`src/rtl/uart_pkg.sv`:
```
// uart_pkg: state encodings, Hamming(7,4) bit positions and defaults
// shared by the UART receive controller and its decoder.
package uart_pkg;

  localparam logic [0:0] LOW_WAIT  = 1'b0;
  localparam logic [0:0] HIGH_WAIT = 1'b1;

  // Codeword bit k carries Hamming position k+1.
  localparam int P1 = 0;
  localparam int P2 = 1;
  localparam int D1 = 2;
  localparam int P4 = 3;
  localparam int D2 = 4;
  localparam int D3 = 5;
  localparam int D4 = 6;

  localparam int TIMEOUT_DEF = 255;

endpackage

```
`src/rtl/hamming74_decode.sv`:
```
// hamming74_decode: combinational single-error-correcting Hamming(7,4)
// decoder returning the corrected data nibble.
module hamming74_decode
  import uart_pkg::*;
(
  input  logic [6:0] codeword,
  output logic [3:0] nibble,
  output logic       corrected
);

  logic [2:0] syn;

  assign syn[0] = codeword[P1] ^ codeword[D1]
                ^ codeword[D2] ^ codeword[D4];
  assign syn[1] = codeword[P2] ^ codeword[D1]
                ^ codeword[D3] ^ codeword[D4];
  assign syn[2] = codeword[P4] ^ codeword[D2]
                ^ codeword[D3] ^ codeword[D4];

  // Syndrome names the faulty position; only data bits matter here.
  assign nibble = {
    codeword[D4] ^ (syn == 3'(D4 + 1)),
    codeword[D3] ^ (syn == 3'(D3 + 1)),
    codeword[D2] ^ (syn == 3'(D2 + 1)),
    codeword[D1] ^ (syn == 3'(D1 + 1))
  };

  assign corrected = |syn;

endmodule

```
`src/rtl/uart_rx_controller.sv`:
```
// uart_rx_controller: sample-tick generator, nibble pairing FSM with
// timeout, and byte FIFO behind a Hamming(7,4) receiver.
module uart_rx_controller
  import uart_pkg::*;
#(
  parameter int FIFO_DEPTH = 4,
  parameter int TIMEOUT    = TIMEOUT_DEF
)(
  input  logic       clk,
  input  logic       rst_n,
  input  logic       ena,
  input  logic [7:0] baud_div,
  output logic       rx_ena,
  input  logic [6:0] rx_data,
  input  logic       rx_valid,
  output logic [7:0] byte_data,
  output logic       byte_valid,
  input  logic       byte_ready,
  output logic       err_corrected,
  output logic       overflow,
  output logic       frame_err
);

  localparam int AW = $clog2(FIFO_DEPTH);
  localparam logic [AW:0] FULL_C = (AW + 1)'(FIFO_DEPTH);
  localparam logic [7:0] TO_C = 8'(TIMEOUT);

  logic [7:0]    tick_cnt;
  logic          tick_d;
  logic [7:0]    to_cnt;
  logic [0:0]    state;
  logic [3:0]    low_nib;
  logic [3:0]    nib;
  logic          corr;
  logic          accept;
  logic          push;
  logic          push_ok;
  logic          pop;
  logic          full;
  logic          timeout;
  logic [7:0]    mem [FIFO_DEPTH];
  logic [AW-1:0] wptr;
  logic [AW-1:0] rptr;
  logic [AW:0]   count;

  hamming74_decode u_dec (
    .codeword  (rx_data),
    .nibble    (nib),
    .corrected (corr)
  );

  assign rx_ena     = rst_n & ena & (tick_cnt == baud_div);
  assign accept     = ena & tick_d & rx_valid;
  assign full       = (count == FULL_C);
  assign byte_valid = (count != '0);
  assign pop        = byte_valid & byte_ready;
  assign push       = accept & (state == HIGH_WAIT);
  assign push_ok    = push & (~full | pop);
  assign byte_data  = byte_valid ? mem[rptr] : 8'h00;

  // An acceptance on the expiry cycle still completes the pair.
  assign timeout = ena & (state == HIGH_WAIT)
                 & (to_cnt == TO_C) & ~accept;

  always_ff @(posedge clk or negedge rst_n) begin
    if (!rst_n) begin
      tick_cnt <= 8'h00;
      tick_d   <= 1'b0;
    end else begin
      tick_d <= rx_ena;
      if (ena)
        tick_cnt <= (tick_cnt >= baud_div) ? 8'h00
                                            : tick_cnt + 8'h01;
    end
  end

  always_ff @(posedge clk or negedge rst_n) begin
    if (!rst_n) begin
      state         <= LOW_WAIT;
      low_nib       <= 4'h0;
      to_cnt        <= 8'h00;
      err_corrected <= 1'b0;
      frame_err     <= 1'b0;
    end else begin
      err_corrected <= accept & corr;
      frame_err     <= timeout;
      unique case (state)
        LOW_WAIT: begin
          if (accept) begin
            low_nib <= nib;
            to_cnt  <= 8'h00;
            state   <= HIGH_WAIT;
          end
        end
        HIGH_WAIT: begin
          if (accept || timeout)
            state <= LOW_WAIT;
          else if (rx_ena && to_cnt != TO_C)
            to_cnt <= to_cnt + 8'h01;
        end
      endcase
    end
  end

  always_ff @(posedge clk) begin
    if (push_ok)
      mem[wptr] <= {nib, low_nib};
  end

  always_ff @(posedge clk or negedge rst_n) begin
    if (!rst_n) begin
      wptr     <= '0;
      rptr     <= '0;
      count    <= '0;
      overflow <= 1'b0;
    end else begin
      overflow <= push & full & ~pop;
      if (push_ok)
        wptr <= wptr + 1'b1;
      if (pop)
        rptr <= rptr + 1'b1;
      count <= count + (AW + 1)'(push_ok)
                     - (AW + 1)'(pop);
    end
  end

endmodule
```
`config.mk`:
```
export PLATFORM = sky130hd
export DESIGN_NAME = uart_rx_controller
export DESIGN_NICKNAME = d
export VERILOG_FILES = /design/src/rtl/uart_pkg.sv /design/src/rtl/hamming74_decode.sv /design/src/rtl/uart_rx_controller.sv
export SDC_FILE = /design/constraint.sdc
export NUM_CORES = 1
export LEC_CHECK = 0
export ABC_CLOCK_PERIOD_IN_PS = 2300
export BUFFER_PORTS_ARGS = -buffer_cell sky130_fd_sc_hd__buf_2
export CORE_MARGIN = 5
export CORE_UTILIZATION = 55
export CTS_BUF_LIST = sky130_fd_sc_hd__clkbuf_4
export CTS_CLUSTER_SIZE = 24
export DETAILED_ROUTE_END_ITERATION = 12
export GPL_ROUTABILITY_DRIVEN = 0
export PLACE_DENSITY = 0.78
export REMOVE_ABC_BUFFERS = 1
export SLEW_MARGIN = 10
export SYNTH_ARGS = -nofsm -noshare
export SYNTH_HDL_FRONTEND = slang
export SYNTH_SLANG_ARGS = --single-unit
```
`constraint.sdc`:
```
create_clock -name clk -period 2.3 [get_ports clk]
set_input_delay 0.46 -clock clk [delete_from_list [all_inputs] [get_ports clk]]
set_output_delay 0.46 -clock clk [all_outputs]
set_load 0.01 [all_outputs]
```
# Yosys cells after proc, flatten, opt, wreduce, memory -nomap -nowiden
# Memories as Yosys holds them, arrays and structs flattened.
# Cells that the tools add are included.
dict set report word_totals {
  output_inout_bits 13
  reg_bits 32
  wordCells 78
  n_memories 1
  inputBits 20
  mem_bits_rw 32
}
dict set report classes {
  addsub 6
  muxes 11
  bitwise_logic 31
  n_reduce_logical 6
  n_lt_le_gt_ge 1
  n_eq_ne 11
}
# name words width rd rd_clocked_by_memory_dff wr line
set memory_table {}
lappend memory_table {mem 4 8 1 0 1 uart_rx_controller.sv:41} ;# logic [7:0] mem [FIFO_DEPTH];
# operator n
set op_table {}
lappend op_table {{8-bit two-way mux} 5}
lappend op_table {{8-bit by 1-bit adder with 8-bit output, second input constant} 2}
lappend op_table {{8-bit one-hot mux with 2 select lines} 1}
lappend op_table {{1-bit bitwise AND} 13}
lappend op_table {{1-bit XOR} 13}
lappend op_table {{3-bit == test, second input constant} 4}
lappend op_table {{8-bit == test} 1}
lappend op_table {{8-bit == test, second input constant} 1}
lappend op_table {{8-bit >= comparator} 1}
lappend op_table {{8-bit inequality test, second input constant} 1}
lappend op_table {{2-bit by 1-bit adder with 2-bit output, second input constant} 2}
lappend op_table {{1-bit two-way mux} 4}
lappend op_table {{2-bit inequality test, second input constant} 2}
lappend op_table {{1-bit NOT} 4}
lappend op_table {{3-bit by 1-bit adder with 3-bit output} 1}
lappend op_table {{3-bit by 2-bit == test with 1-bit output, second input constant} 1}
lappend op_table {{3-bit AND reduction} 1}
lappend op_table {{3-bit nonzero test} 1}
lappend op_table {{3-bit OR reduction} 1}
lappend op_table {{3-bit by 1-bit subtractor with 3-bit output} 1}
lappend op_table {{2-bit by 1-bit inequality test with 1-bit output, second input constant} 1}
lappend op_table {{1-bit one-hot mux with 2 select lines} 1}
lappend op_table {{2-bit AND reduction} 1}
lappend op_table {{1-bit logical AND} 1}
lappend op_table {{2 further kinds} 2}

# Logic depth before layout (Yosys ltp)
# Gate-level depths: netlist (run 1).
dict set report depth {
  depth_word 7
  ltp_mapped 9
  depth_no_buf 8
}

# By module
# Synthesis (run 1) repeated with hierarchy kept, for this count alone.
dict set report hier_totals {
  hier_cells 310
  hier_area_um2 3569.7
}
# module cells_each seq_area_each_um2 instances area_each_um2
set modules_own_cells {}
lappend modules_own_cells {uart_rx_controller 234 1761.7 1 3062.9}
lappend modules_own_cells {hamming74_decode 76 0.0 1 506.7}

# Worst setup path after synthesis (run 1)
# No wires, ideal clock.
dict set report synth_path {
  path_type {input to register}
  from {in baud_div[6]}
  to {reg to_cnt[4]}
  path_stages 7
  n_path_buf 0
  path_slack_ns 0.029
  arrival_ns 2.140
  setup_ns 0.131
  required_time_ns 2.169
  path_cell_list {inv_1 ha_1 nand4_1 nor3_1 nand2_1 a221oi_1 a21oi_1}
}
dict set report synth_between {
  elab_chain_cells 5
}
# element line
set synth_rtl {}
lappend synth_rtl {{start: declaration} uart_rx_controller.sv:12} ;# input logic [7:0] baud_div,
lappend synth_rtl {{8-bit == test} uart_rx_controller.sv:52} ;# assign rx_ena = rst_n & ena & (tick_cnt == baud_div);
lappend synth_rtl {{1-bit bitwise AND} uart_rx_controller.sv:52}
lappend synth_rtl {{via rx_ena} uart_rx_controller.sv:13} ;# output logic rx_ena,
lappend synth_rtl {{1-bit logical AND} uart_rx_controller.sv:98} ;# else if (rx_ena && to_cnt != TO_C)
lappend synth_rtl {{2-bit by 1-bit inequality test with 1-bit output (no source line)} --}
lappend synth_rtl {{3-bit AND reduction (no source line)} --}
lappend synth_rtl {{end signal: assignment} uart_rx_controller.sv:99} ;# to_cnt <= to_cnt + 8'h01;
lappend synth_rtl {{end: declaration} uart_rx_controller.sv:30} ;# logic [7:0] to_cnt;
# The timed path passes the listed nets, and every way through them passes these cells.
# A chain may end at the register's enable or synchronous reset.

# Worst setup path after layout (run 1)
dict set report layout_path {
  from {reg rptr[0]}
  to {out byte_data[7]}
}
dict set report layout_between {
  elab_chain_cells 2
}
# element line
set layout_rtl {}
lappend layout_rtl {{start: declaration} uart_rx_controller.sv:43} ;# logic [AW-1:0] rptr;
lappend layout_rtl {{start signal: assignment} uart_rx_controller.sv:121} ;# rptr <= rptr + 1'b1;
lappend layout_rtl {{memory read 4 x 8 bit} --}
lappend layout_rtl {{8-bit two-way mux} uart_rx_controller.sv:59} ;# assign byte_data = byte_valid ? mem[rptr] : 8'h00;
lappend layout_rtl {{end: declaration} uart_rx_controller.sv:16} ;# output logic [7:0] byte_data,
# No other way between the ends.

==> impl_metrics.py, run 1 <==
metrics = {
    "setup_path": {
        "rrSetupSlack_ns": 0.17,
        "cp_slowest_stage_delay_ns": 0.51,
        "path_cells": "buf_12, mux4_2, and2_1, buf_2",
        "r2r-end": "count[2]$_DFF_PN0_",
        "crit_path_max_fanout": 10,
        "crit_arrival_ns": 1.72,
        "critical-path-top-delay-family": "multiplexers",
        "critical_path_class": "reg -> out",
        "cp-start-kind": "flop",
        "slowest_stage": "mux4_2",
        "reg2reg_depth": 8,
        "crit_buf_inv": 2,
        "startpoint": "rptr[0]$_DFFE_PN0P_",
        "crit_path_end_kind": "primary output",
        "cp_data_required_time_ns": 1.84,
        "crit-reg2reg-launch": "count[0]$_DFF_PN0_",
    },
    "flow_run": {
        "maxCapViolCount": 0,
    },
    "detailed_routing": {
        "drtIter0Drc": 136,
        "viasPerCell": 5.65,
        "vias": 2499,
        "drc": 0,
        "wl_per_cell_um": 14.8,
        "wl_mm": 6.53,
        "drtPass1Iterations": 5,
        "antenna_left": 0,
    },
    "timing": {
        "post-route-period-util_pct": 95.0,
        "drv_slew": 0,
        "setup_viol": 0,
        "rsz0062_at_grt": "false",
        "post-route-min-period_ns": 2.18,
        "tightest_slew_ns": 0.493,
        "finClkSkew_ns": 0.0117,
        "fmax_ghz": 0.458,
        "setup_tns_ns": 0,
        "final_hold_viol_count": 0,
        "slew_headroom_pct": 67.1,
    },
    "yosys": {
        "syn_inst": 306,
        "synth_edf_count": 32,
        "synthMuxAreaShare_pct": 6.70,
        "synth.cells.most_frequent": "dfrtp_1, edfxtp_1, nand2_1, o21ai_0, inv_1",
        "synth_flop_cell": "edfxtp_1",
        "synth_area_per_cell_um2": 11.3,
        "synth_area_leader_cell": "edfxtp_1",
        "ys_top_cells_by_area": "edfxtp_1, dfrtp_1, ha_1, mux4_2, o21ai_0",
        "synthSimpleGateAreaFrac_pct": 15.2,
        "synth_top_family_by_area": "simple AND/OR/NAND/NOR gates",
        "yosysSeqAreaShare_pct": 51.0,
        "ys_ff_latch": 64,
        "syn_area_um2": 3450,
        "yosys_warnings": 0,
        "async_flop_share_pct": 50.0,
        "synth.distinct_cells": 50,
        "synthXorXnorAreaFrac_pct": 5.00,
        "synth_top_area_share_pct": 27.8,
        "synth_compound_area_share_pct": 11.9,
        "synth_fa_ha_area_share_pct": 6.37,
    },
    "floorplanning": {
        "die_h_um": 89.3,
        "core-area_um2": 6030,
        "die_x_um": 89.3,
        "rows": 28,
        "initial_utilization_pct": 57.3,
        "ios": 33,
        "die-area_um2": 7970,
    },
    "cells_and_area": {
        "drive_above_1_share_pct": 23.7,
        "area_growth_pct": 16.1,
        "final_cell_area_um2": 4010,
        "num-fill-cells": 462,
        "diodes": 0,
        "nets": 399,
    },
    "clocking": {
        "ctsHoldBuffers": 0,
        "clockBufferDepth": 2,
        "clkSlewWorstSetupHoldPaths_ns": 0.10,
        "cts_max_level": 3,
        "clock-sinks": 64,
        "cts_tree": "done",
        "cts-root-buf": "clkbuf_4",
        "numCtsBuffers": 9,
        "insertion_delay_ns": 0.38,
    },
    "hold_path": {
        "hold_class": "in -> async",
    },
    "grt": {
        "grt.total_usage_pct": 17.9,
        "grt_pass1_wl_mm": 10.8,
        "grt_max_degree": 33,
        "antenna_found_initial": 0,
        "grt_overflow": 0,
        "grt_pass1_vias": 2308,
    },
    "power_and_ir_drop": {
        "p_leak_nw": 1.83,
        "ir_drop_v": 0.000707,
        "p_per_area_nw_per_um2": 808,
    },
    "placed_design": {
        "post_dp_cell_area_um2": 3800,
        "hpwl_mm": 4.66,
        "portBuffers": 32,
    },
    "run_status": {
        "status": "complete, no violations",
    },
}
-- timing repair --
item | CTS | global route
endpoints found under the setup margin | 1 | 9
pin swaps | 1 | 1
cloned | 0 | 0
endpoints found under the hold margin | 0 | 0
buffers inserted | 2 | 3
gates resized for setup | 1 | 4
-- metrics by stage --
stage	std cells	power [mW]	setup slack (ns)	hold WS (ns)	util [%]
floorplan	294	2.08	0.0292	0.164	-
global placement	421	2.35	0.150	0.498	63.1
detailed placement	421	2.39	0.0546	0.515	63.1
CTS	439	3.23	0.0284	0.112	66.0
global route	442	3.47	0.00487	0.125	66.6
finish	442	3.24	0.116	0.114	66.6
-- flip-flops by register name, indices dropped and copies added (netlist names), 2 cells and up --
signal and count:
count 3, wptr 2, tick_cnt 8, mem 32, to_cnt 8, low_nib 4
rptr 2
-- logic make-up (layout without fill, tap and decap cells) --
kind of cell / Yosys count / in the layout
fa+ha+maj: 17 / 17
simple gates: 103 / 103
mux: 13 / 13
xor+xnor: 15 / 15
flops: 64 / 64
buf+inv: 32 / 93
compound gates: 62 / 62
-- routing by layer --
layer	GRT usage, %	share of wire, %	up-vias
met5	0	0	-
li1	-	-	1234
met3	4.88	4.8	8
met2	29.3	50	57
met4	4.87	0.89	0
met1	23.7	44	1200
-- layout by cell type (no fill, tap or decap), drive strengths merged, types with 9 or more instances in the layout --
cell type | netlist | final
buf | 6 | 57
edfxtp | 32 | 32
dfrtp | 32 | 32
nand2 | 24 | 24
o21ai | 23 | 23
inv | 20 | 20
nor2 | 19 | 19
and2 | 17 | 17
ha | 16 | 16
clkbuf | 6 | 11
nand3 | 10 | 10
nor3 | 9 | 9
-- worst max path at each step --
stage,cells after the start,end
after floorplan,7,to_cnt[4]$_DFFE_PN0P_
after global placement,6,mem[0][5]$_DFFE_PP_
after detailed placement,6,mem[0][4]$_DFFE_PP_
after CTS,5,rx_ena
after global routing,4,byte_data[7]
final,4,byte_data[7]
-- power breakdown --
| group | internal [mW] | switching (mW) | total (mW) | leakage (nW) |
|---|---|---|---|---|
| logic | 0.514 | 0.461 | 0.975 | 1.01 |
| clock network | 0.458 | 0.358 | 0.816 | 0.0859 |
| registers | 1.31 | 0.137 | 1.45 | 0.727 |
| total | 2.29 | 0.956 | 3.24 | 1.83 |
-- layout make-up --
cell class | count | area (um2) | share of cell area, %
Clock buffer | 11 | 82.6 | 2.06
Timing Repair Buffer | 57 | 360 | 8.98
Clock inverter | 5 | 72.6 | 1.81
Sequential cell | 64 | 1760 | 43.9
Tap cell | 75 | 93.8 | 2.34
Multi-Input combinational cell | 210 | 1560 | 39.0
Inverter | 20 | 75.1 | 1.87
(Power assumes the default switching activity.)
==> run 2: changes to the inputs <==
ABC_CLOCK_PERIOD_IN_PS = 2000   (was 2300)
clock period = 2 ns   (was 2.3 ns; I/O delays follow)
==> run 2 against run 1 <==
The flow now finishes with violations (setup timing). Design area increased by 8.4%. Die area unchanged. Clock-buffer cell count increased by 1. Wire length up 8.1%.
==> impl_metrics.py, run 2 (synthesis results as in run 1) <==
metrics = {
    "cells_and_area": {
        "diodes": 0,
        "nets": 419,
        "regMostFlops": "mem",
        "final_common_cell": "buf_4",
        "mostFrequentLayoutCells": "buf_4, edfxtp_1, dfrtp_1, buf_2, nand2_1",
        "drive_above_1_share_pct": 35.9,
        "largest_register_ffs": 32,
        "num-fill-cells": 419,
        "layout.cells.non_filler": 462,
        "seq_area_um2": 1770,
        "area_growth_pct": 25.8,
        "multi_input_area_um2": 1740,
        "reg_top3": "mem x32, tick_cnt x8, to_cnt x8",
    },
    "detailed_routing": {
        "viasPerCell": 5.65,
        "wl_per_cell_um": 15.3,
        "antenna_left": 0,
        "wl_mm": 7.06,
        "vias": 2612,
        "drtPass1Iterations": 4,
        "drc": 0,
        "drtIter0Drc": 103,
    },
    "timing": {
        "post-route-period-util_pct": 106,
        "post-route-min-period_ns": 2.11,
        "fmax_ghz": 0.473,
        "final_hold_viol_count": 0,
        "slew_headroom_pct": 72.6,
        "tightest_slew_ns": 0.411,
        "worst_slack_ns": -0.114,
        "drv_slew": 0,
        "setup_viol": 10,
        "setup_tns_ns": -0.871,
        "finClkSkew_ns": 0.0172,
        "rsz0062_at_grt": "true",
    },
    "power_and_ir_drop": {
        "p_leak_nw": 1.92,
        "ir_drop_v": 0.000704,
        "p_per_area_nw_per_um2": 892,
    },
    "setup_path": {
        "crit_path_max_fanout": 4,
        "crit_path_end_kind": "primary output",
        "critical_path_class": "reg -> out",
        "cp_data_required_time_ns": 1.60,
        "cp-start-kind": "flop",
        "crit_arrival_ns": 1.71,
        "rrSetupSlack_ns": -0.02,
    },
    "placed_design": {
        "portBuffers": 32,
        "hpwl_mm": 4.78,
        "dp.cells": 433,
    },
    "flow_run": {
        "maxCapViolCount": 0,
    },
    "clocking": {
        "clockBufferDepth": 2,
        "cts_tree": "done",
        "cts-root-buf": "clkbuf_4",
        "numCtsBuffers": 9,
        "cts_max_level": 3,
        "clock-sinks": 64,
        "ctsHoldBuffers": 0,
        "clkSlewWorstSetupHoldPaths_ns": 0.11,
        "insertion_delay_ns": 0.38,
    },
    "grt": {
        "grt_overflow": 0,
        "grt_max_degree": 33,
        "grt.total_usage_pct": 18.8,
        "antenna_found_initial": 0,
        "grt_pass1_vias": 2590,
        "grt_pass1_wl_mm": 11.5,
    },
    "run_status": {
        "status": "finished with violations",
        "violations": "setup timing",
    },
    "floorplanning": {
        "die_h_um": 89.3,
        "die-area_um2": 7970,
        "die_x_um": 89.3,
        "core-area_um2": 6030,
        "rows": 28,
        "ios": 33,
        "initial_utilization_pct": 57.3,
    },
    "hold_path": {
        "hold_class": "in -> async",
    },
}
## run 2: cell types whose count changed in the layout (fill, tap and decap cells not counted), moves of 3 or more
cell / before / now
buf_2: 32 / 28
dfrtp_1: 31 / 28
and2_2: 0 / 4
buf_4: 24 / 41
ha_4: 0 / 7
and2_4: 0 / 4
dfrtp_2: 1 / 4
buf_6: 0 / 6
and2_1: 17 / 9
ha_1: 16 / 9
## run 2: cell type report
| type | instances | area share (%) |
|---|---|---|
| multi-input combinational | 210 | 40.0 |
| inverter | 20 | 1.73 |
| clock inverter | 4 | 0.489 |
| sequential | 64 | 40.6 |
| timing repair buffer | 77 | 12.9 |
| tap | 75 | 2.16 |
| clock buffer | 12 | 2.07 |
## run 2: worst max-delay path, stage by stage, from the launching register on
cell and delay (ns):
dfrtp_2 0.43, clkbuf_16 0.16, mux4_2 0.47, and2_1 0.14
buf_2 0.14
## run 2: path summary, 6_finish.rpt
path                                       start                 endpoint  depth (start not counted)
max                          rptr[0]$_DFFE_PN0P_             byte_data[6]                          4
min                                        rst_n         tick_d$_DFF_PN0_                          2
max reg2reg                   count[0]$_DFF_PN0_       count[1]$_DFF_PN0_                          8
min reg2reg                to_cnt[1]$_DFFE_PN0P_    to_cnt[1]$_DFFE_PN0P_                          2
max in group asynchronous                  rst_n  tick_cnt[2]$_DFFE_PN0P_                          2
min in group clk                        rx_valid      frame_err$_DFF_PN0_                          4
## run 2: routing by layer
metal	wire length, um	GRT usage [%]	vias up
met4	72	6.36	0
met1	3090	25.3	1275
met5	0	0	-
li1	-	-	1275
met3	266	3.96	7
met2	3630	30.3	55
## run 2: metrics by stage
stage          setup slack [ns]  util [%]  hold WS [ns]  area, um2  total power, mW
6_report                 -0.114      72.1        0.0500       4350             3.88
5_1_grt                  -0.206      72.1        0.0664       4350             4.15
4_1_cts                  -0.147      68.1        0.0495       4100             3.66
3_5_place_dp            -0.0951      64.8         0.478       3900             2.87
3_3_place_gp            -0.0226      64.8         0.479       3900             2.83
2_1_floorplan            -0.211         -         0.104       3400             2.39
## run 2: timing repair
action	in CTS	in global routing
endpoints found under the setup margin	28	48
cloned	0	1
gates resized for setup	10	35
pin swaps	7	17
buffers inserted	5	7
## run 2: where the power goes
| group | switching, mW | total, mW | internal, mW |
|---|---|---|---|
| clock network | 0.415 | 0.706 | 0.290 |
| registers | 0.154 | 1.67 | 1.52 |
| logic | 0.636 | 1.50 | 0.866 |
| total | 1.20 | 3.88 | 2.67 |
